File: config.mk
export PLATFORM = sky130hd
export DESIGN_NAME = move_select_input
export DESIGN_NICKNAME = d
export VERILOG_FILES = /design/src/rtl/move_select_input.sv
export SDC_FILE = /design/constraint.sdc
export NUM_CORES = 1
export LEC_CHECK = 0
export ABC_AREA = 1
export CAP_MARGIN = 0
export CORE_ASPECT_RATIO = 0.75
export CORE_MARGIN = 2
export CORE_UTILIZATION = 40
export CTS_CLUSTER_SIZE = 28
export DETAILED_ROUTE_END_ITERATION = 12
export PLACE_DENSITY_LB_ADDON = 0.25
export SYNTH_ARGS = -nofsm -noshare
export SYNTH_HDL_FRONTEND = slang
export SYNTH_SLANG_ARGS = --single-unit
File: constraint.sdc
create_clock -name clk -period 1.5 [get_ports clk]
set_clock_uncertainty 0.1 [all_clocks]
set_input_delay 0.375 -clock clk [delete_from_list [all_inputs] [get_ports clk]]
set_output_delay 0.375 -clock clk [all_outputs]
set_load 0.005 [all_outputs]
File: src/rtl/move_select_input.sv
// Debounce/synchroniser front end for the move and select push-buttons.
// Optional move auto-repeat is built only when MOVE_AUTOREPEAT_EN is defined.

module move_select_channel #(
    parameter int DEBOUNCE_CYCLES = 1000000,
    parameter int CNT_W           = 20
`ifdef MOVE_AUTOREPEAT_EN
    ,
    parameter bit REPEAT          = 1'b0,
    parameter int REPEAT_DELAY    = 25000000,
    parameter int REPEAT_PERIOD   = 10000000
`endif
) (
    input  logic clk,
    input  logic rst,
    input  logic key_n,
    output logic held,
    output logic accept
`ifdef MOVE_AUTOREPEAT_EN
    ,
    output logic rpt
`endif
);
    typedef enum logic [1:0] {RELEASED, PRESS_WAIT, PRESSED, RELEASE_WAIT} state_t;

    // The D-th consecutive stable sample lands on LAST; the counter is then cleared by the state change.
    localparam logic [CNT_W-1:0] LAST = CNT_W'(DEBOUNCE_CYCLES - 1);
    localparam logic [CNT_W-1:0] ONE  = CNT_W'(1);

    state_t           state, state_nxt;
    logic [CNT_W-1:0] cnt, cnt_nxt;
    logic [1:0]       sync;
    logic             smp, held_nxt, accept_nxt;

    assign smp = sync[1];

    always_ff @(posedge clk or negedge rst) begin
        if (!rst) begin
            sync   <= 2'b11;
            state  <= RELEASED;
            cnt    <= '0;
            held   <= 1'b0;
            accept <= 1'b0;
        end else begin
            sync   <= {sync[0], key_n};
            state  <= state_nxt;
            cnt    <= cnt_nxt;
            held   <= held_nxt;
            accept <= accept_nxt;
        end
    end

    always_comb begin
        state_nxt = state;
        cnt_nxt   = cnt;
        case (state)
            RELEASED: if (!smp) begin
                state_nxt = PRESS_WAIT;
                cnt_nxt   = ONE;
            end
            PRESS_WAIT: begin
                if (smp) begin
                    state_nxt = RELEASED;
                    cnt_nxt   = '0;
                end else if (cnt == LAST) begin
                    state_nxt = PRESSED;
                    cnt_nxt   = '0;
                end else begin
                    cnt_nxt = cnt + ONE;
                end
            end
            PRESSED: if (smp) begin
                state_nxt = RELEASE_WAIT;
                cnt_nxt   = ONE;
            end
            default: begin
                if (!smp) begin
                    state_nxt = PRESSED;
                    cnt_nxt   = '0;
                end else if (cnt == LAST) begin
                    state_nxt = RELEASED;
                    cnt_nxt   = '0;
                end else begin
                    cnt_nxt = cnt + ONE;
                end
            end
        endcase
    end

    always_comb begin
        accept_nxt = (state == PRESS_WAIT) && (state_nxt == PRESSED);
        held_nxt   = (state_nxt == PRESSED) || (state_nxt == RELEASE_WAIT);
    end

`ifdef MOVE_AUTOREPEAT_EN
    generate
        if (REPEAT) begin : g_rpt
            localparam int RMAX  = (REPEAT_DELAY > REPEAT_PERIOD) ? REPEAT_DELAY : REPEAT_PERIOD;
            localparam int RPT_W = $clog2(RMAX + 1);
            localparam logic [RPT_W-1:0] DLY_LAST = RPT_W'(REPEAT_DELAY - 1);
            localparam logic [RPT_W-1:0] PER_LAST = RPT_W'(REPEAT_PERIOD - 1);

            logic [RPT_W-1:0] rpt_cnt;
            logic             first;

            always_ff @(posedge clk or negedge rst) begin
                if (!rst) begin
                    rpt_cnt <= '0;
                    first   <= 1'b1;
                    rpt     <= 1'b0;
                end else if (state == PRESSED) begin
                    if (rpt_cnt == (first ? DLY_LAST : PER_LAST)) begin
                        rpt_cnt <= '0;
                        first   <= 1'b0;
                        rpt     <= 1'b1;
                    end else begin
                        rpt_cnt <= rpt_cnt + RPT_W'(1);
                        rpt     <= 1'b0;
                    end
                end else begin
                    rpt_cnt <= '0;
                    first   <= 1'b1;
                    rpt     <= 1'b0;
                end
            end
        end else begin : g_no_rpt
            assign rpt = 1'b0;
        end
    endgenerate
`endif
endmodule

module move_select_input #(
    parameter int DEBOUNCE_CYCLES = 1000000,
    parameter int CNT_W           = 20
`ifdef MOVE_AUTOREPEAT_EN
    ,
    parameter int REPEAT_DELAY    = 25000000,
    parameter int REPEAT_PERIOD   = 10000000
`endif
) (
    input  logic clk,
    input  logic rst,
    input  logic key_move_n,
    input  logic key_select_n,
    input  logic lock,
    output logic move,
    output logic select,
    output logic move_held,
    output logic select_held
);
    logic acc_move, acc_select, ev_move, ev_select;

`ifdef MOVE_AUTOREPEAT_EN
    logic rpt_move, rpt_select;

    move_select_channel #(.DEBOUNCE_CYCLES(DEBOUNCE_CYCLES), .CNT_W(CNT_W), .REPEAT(1'b1),
                          .REPEAT_DELAY(REPEAT_DELAY), .REPEAT_PERIOD(REPEAT_PERIOD)) u_move (
        .clk(clk), .rst(rst), .key_n(key_move_n), .held(move_held), .accept(acc_move), .rpt(rpt_move));
    move_select_channel #(.DEBOUNCE_CYCLES(DEBOUNCE_CYCLES), .CNT_W(CNT_W), .REPEAT(1'b0),
                          .REPEAT_DELAY(REPEAT_DELAY), .REPEAT_PERIOD(REPEAT_PERIOD)) u_select (
        .clk(clk), .rst(rst), .key_n(key_select_n), .held(select_held), .accept(acc_select), .rpt(rpt_select));

    assign ev_move   = acc_move | rpt_move;
    assign ev_select = acc_select | rpt_select;
`else
    move_select_channel #(.DEBOUNCE_CYCLES(DEBOUNCE_CYCLES), .CNT_W(CNT_W)) u_move (
        .clk(clk), .rst(rst), .key_n(key_move_n), .held(move_held), .accept(acc_move));
    move_select_channel #(.DEBOUNCE_CYCLES(DEBOUNCE_CYCLES), .CNT_W(CNT_W)) u_select (
        .clk(clk), .rst(rst), .key_n(key_select_n), .held(select_held), .accept(acc_select));

    assign ev_move   = acc_move;
    assign ev_select = acc_select;
`endif

    // Select wins a tie; the losing move event is dropped, not deferred.
    always_ff @(posedge clk or negedge rst) begin
        if (!rst) begin
            move   <= 1'b0;
            select <= 1'b0;
        end else begin
            move   <= ev_move & ~lock & ~ev_select;
            select <= ev_select & ~lock;
        end
    end
endmodule
Word-level counts from Yosys, hierarchy flattened
Index checks and enable logic that the tools add are counted.
{"block": "word_totals", "elab_cells": 67, "regBits": 54, "out_inout_bits": 4, "in_bits": 5}
{"block": "classes", "mux": 26, "eq_ne": 14, "addsub": 2, "bitwise_logic": 5, "n_reduce_logical": 8}
{"op": "$mux 20", "n": 10}
{"op": "$pmux 20 s3", "n": 2}
{"op": "$add 20x1->20 const B", "n": 2}
{"op": "$eq 20x20->1 const B", "n": 2}
{"op": "$mux 2", "n": 12}
{"op": "$eq 2x2->1 const B", "n": 6}
{"op": "$pmux 2 s3", "n": 2}
{"op": "$eq 2x1->1 const B", "n": 2}
{"op": "$logic_not 2->1", "n": 2}
{"op": "$ne 2x1->1 const B", "n": 2}
{"op": "$ne 2x2->1 const B", "n": 2}
{"op": "$reduce_and 2->1", "n": 2}
{"op": "$and 1x1->1", "n": 3}
{"op": "$logic_and 1x1->1", "n": 2}
{"op": "$logic_or 1x1->1", "n": 2}
{"op": "$not 1->1", "n": 2}

Logic depth before layout (Yosys ltp)
{"block": "logic_depth", "ltp_word": 6, "ltp_mapped": 9, "depth_no_buf": 9}

By module
From an unflattened synthesis, not the netlist that was laid out.
{"block": "hier_totals", "cells_unflattened": 383, "area_unflattened_um2": 3214.3}
{"module": "move_select_channel", "n_inst": 2, "area_per_inst_um2": 1571.5, "seq_area_each_um2": 628.1, "cells_each": 188}
{"module": "move_select_input", "n_inst": 1, "area_per_inst_um2": 71.3, "seq_area_each_um2": 50.0, "cells_each": 7}

Worst setup path after synthesis
Ideal clock, no wire load.
{"block": "synth_timing", "path_type": "register to register", "from": "reg u_select.cnt[0]", "to": "reg u_select.cnt[13]", "required_time_ps": 1278, "synth_period_minus_slack_ps": 1578, "path_buffers": 1, "path_slack_ps": -78, "path_stages_with_launch": 10, "t_arrival_ps": 1356, "cell_sequence": "dfrtp_1 > ha_1 > nand3_2 > inv_1 > nand3_2 > nor2_4 > nor2_4 > buf_6 > nand3_2 > o21ai_1"}
{"block": "synth_via", "elab_chain_cells": 4, "word_cells_on_any_way": 6, "cone_classes": "add/sub: 1; eq/ne: 1; mux: 4"}
{"item": "start: declaration", "line": "31", "text": "logic [CNT_W-1:0] cnt, cnt_nxt;"}
{"item": "start signal: assignment", "line": "47", "text": "cnt <= cnt_nxt;"}
{"item": "$add 20x1->20 / $eq 20x20->1 (equally long branches)"}
{"item": "$mux 20 *", "line": "65, 80"}
{"item": "$mux 20, on equally long branches", "line": "77, 62"}
{"item": "$pmux 20 s3 *", "line": "56", "text": "case (state)"}
Mark *: on every way between the ends. The rest lies on a longest branch, timed or not.
A chain may end at the register's enable or synchronous reset.

Worst setup path after layout
{"block": "layout_timing", "from": "reg u_select.cnt[0]", "to": "reg u_select.cnt[16]"}
Same word-level chain as after synthesis.

==> metrics <==
Comb pwr share 9.8%; insertion delay to the later sink of the worst-skew pair around 0.33 ns; Final Max Tran Viols 0; RSZ-0062 raised after global routing true; syn_nets 396; pre-CTS setup slack -0.215 ns; Main synth FF type dfrtp_1; Max clock buf depth 2; minimum clock period approximately 1.6 ns; most frequent cells in the layout 107 x nand2_1, 66 x buf_4, 46 x dfrtp_1, 36 x inv_1, 22 x o21ai_1; area leader, netlist dfrtp_1; most used routing layer met2; Die ar. roughly 0.0083 sq mm; Hold Worst Slack 0.262 ns; CTS Buf Count 5; crit-path max cell delay 0.44 ns; Final WS setup -0.149 ns; slowest CP cell dfrtp_2; IO Pins 9; register area roughly 0.0014 sq mm; Synth Cell Area 0.00304 sq mm; RR Endpoint u_select.cnt[16]; EDFF count, synth 0; met1 Use GR around a quarter; clock share of power approximately a third; clk root buf clkbuf_8; Tightest Pin Transition 0.396 ns; Final TNS setup -2.46 ns; PwrDens 640 mW/mm^2; pin count of the biggest net entering global routing between 50 and 60; Area Growth Syn to Fin 38.2%; Synth Register Bits 54; fin nets 482; die width between 100 and 150 um; final setup fails 41; Net Sw Frac between 20% and 30%; global-route wire length before repair about 12 mm; Worst VDD drop 402 uV; max_slew headroom 73.6%; Post-DRT Antenna Nets 0; grt met3 use roughly 4.9%; Core ar. ~0.0074 sq mm; violated checks setup timing; initial antenna violation count 0; Worst setup EP type flip-flop; switching pwr between 700 and 800 uW; HP Start u_move.sync[0]; GRT Total Usage around a fifth; asr flop ratio synth 100%; HPWL after DPL 5.00 mm; vias per inst 4.78; Final Util 57.0%; most common cell after layout, fill and taps aside nand2_1; Synth cell types 30; fraction of final layout cells sized beyond drive strength 1 37.4%; hold endpoint u_move.sync[1]; status finished, violations left; sequential fraction of the synthesis area 44.6%; Synth top area share 41.2%; Placer Congestion approximately 0.85; P_int approximately 2.0 mW; dominant cells by area after synthesis dfrtp_1 41%, nand2_1 15%, inv_1 5.2%, nand3_1 4.1%, xor2_1 4.0%; Seq pwr share between 50% and 60%; critical path's top delay family simple AND/OR/NAND/NOR gates; worst hold path class flip-flop to flip-flop; Worst EP arrival 1.80 ns; final wirelength 7.41 mm; Buf+Inv Stages, Crit Path 2; htree depth 2; Reg clk slew, reported paths 0.11 ns; Hold Vio Cnt, Final 0; vias in the first global route 2604; RR Startpoint u_select.cnt[0]; critical-path cell list ha_4 -> nand3_4 -> inv_2 -> nand3_4 -> nor2_4 -> nor2_4 -> buf_6 -> nand2_1 -> o21ai_1; WHS Path Cells 0; area occupied by multi-input gates approximately 0.0017 sq mm; drt pass-1 iters 4; R2R Setup Slk -0.15 ns; Max Clk Rate 0.606 GHz; Lkg Pwr 2.02 nW; Initial Util 41.3%; Overflow after GRT 0; clock sinks 54; cells on worst reg2reg path 9; Die Y 79.5 um; crit path max fanout 4; Buffers on Ports 8; Yosys Warn Count 0; # DRC 0; # rows 27; via count between 2000 and 3000; drt wl/cell between 10 and 15 um; critical path required time 1.65 ns; 1st-iter DRT viols 130; WS Path Type flip-flop to flip-flop; Final Cycle Share 110%; max_cap viols 0; Fill cells 685; Avg Inst Size Synth ~7.8 sq um; TritonCTS clock tree yes; met2 GRT Util 27.6%; n_diodes 0; critical path startpoint category flip-flop; Mapped Cells between 300 and 400
==> flip-flops by register name (all words and copies together) (netlist names) <==
name	count
move	1
select	1
u_move.accept	1
u_move.cnt	20
u_move.held	1
u_move.state	2
u_move.sync	2
u_select.accept	1
u_select.cnt	20
u_select.held	1
u_select.state	2
u_select.sync	2
==> per-layer routing <==
layer	part of all wire [%]	wire [um]
met1	50	3700
met2	43	3210
met3	5.2	382
met4	1.5	114
met5	0	0
==> cell families (layout without fill, tap and decap cells) <==
kind of cell | after synthesis | count (layout) | share of synthesized area (%)
AOI/OAI and AO/OA | 40 | 40 | 7.16
xor gates and xnor gates | 15 | 15 | 4.32
adders and majority gates | 2 | 2 | 0.823
buffers and inverters | 50 | 137 | 6.71
DFF | 54 | 54 | 44.6
and+or+nand+nor | 228 | 228 | 36.4
==> timing repair <==
action	4_1_cts	5_1_grt
endpoints found under the setup margin	49	47
buffers inserted	9	6
resized for setup	45	44
gates cloned	0	1
hold endpoints to repair	50	0
hold buffers	1	0
pin swaps	14	17
==> synthesized netlist by cell type (7+ instances only) <==
cell type / instances
nand2_1: 125
dfrtp_1: 50
inv_1: 42
nand3_1: 25
nor2_1: 25
o21ai_0: 21
xor2_1: 14
nor3_1: 10
nand3_2: 9
nor2_4: 8
o21ai_1: 8
nand4_1: 7
==> per-stage QoR <==
stage                     instances  area, sq um  power [mW]
after floorplan                 389         3070        1.63
after global placement          554         3690        1.74
after detailed placement        554         3690        1.74
after CTS                       571         4000        2.67
after global routing            577         4200        2.80
final                           577         4200        2.69
==> final cells by class <==
cell class                 count  area share (%)
tap                          101            3.01
inverter                      47            4.20
clock inverter                 2           0.417
timing repair buffer          82            16.5
clock buffer                   6            1.97
sequential                    54            32.4
multi-input combinational    285            41.5
==> worst max-delay path by stage <==
stage / from / endpoint / slack [ns] / cells past startpoint
finish: u_select.cnt[0] / u_select.cnt[16] / -0.15 / 9
global route: u_select.cnt[1] / u_select.cnt[14] / -0.22 / 9
CTS: u_select.cnt[0] / u_select.cnt[14] / -0.09 / 9
detailed placement: u_select.cnt[0] / u_select.cnt[6] / -0.22 / 8
global placement: u_move.cnt[0] / u_move.cnt[15] / -0.20 / 8
floorplan: u_move.cnt[0] / u_move.cnt[4] / -0.002 / 8
==> power groups by stage <==
stage	clock network, mW	logic (mW)	registers [mW]
3_3_place_gp	0	0.202	1.54
6_report	0.911	0.265	1.51
5_1_grt	0.990	0.294	1.52
3_5_place_dp	0	0.202	1.54
2_1_floorplan	0	0.0907	1.54
4_1_cts	0.929	0.231	1.51
No activity file was read; power rests on OpenSTA's default activity.
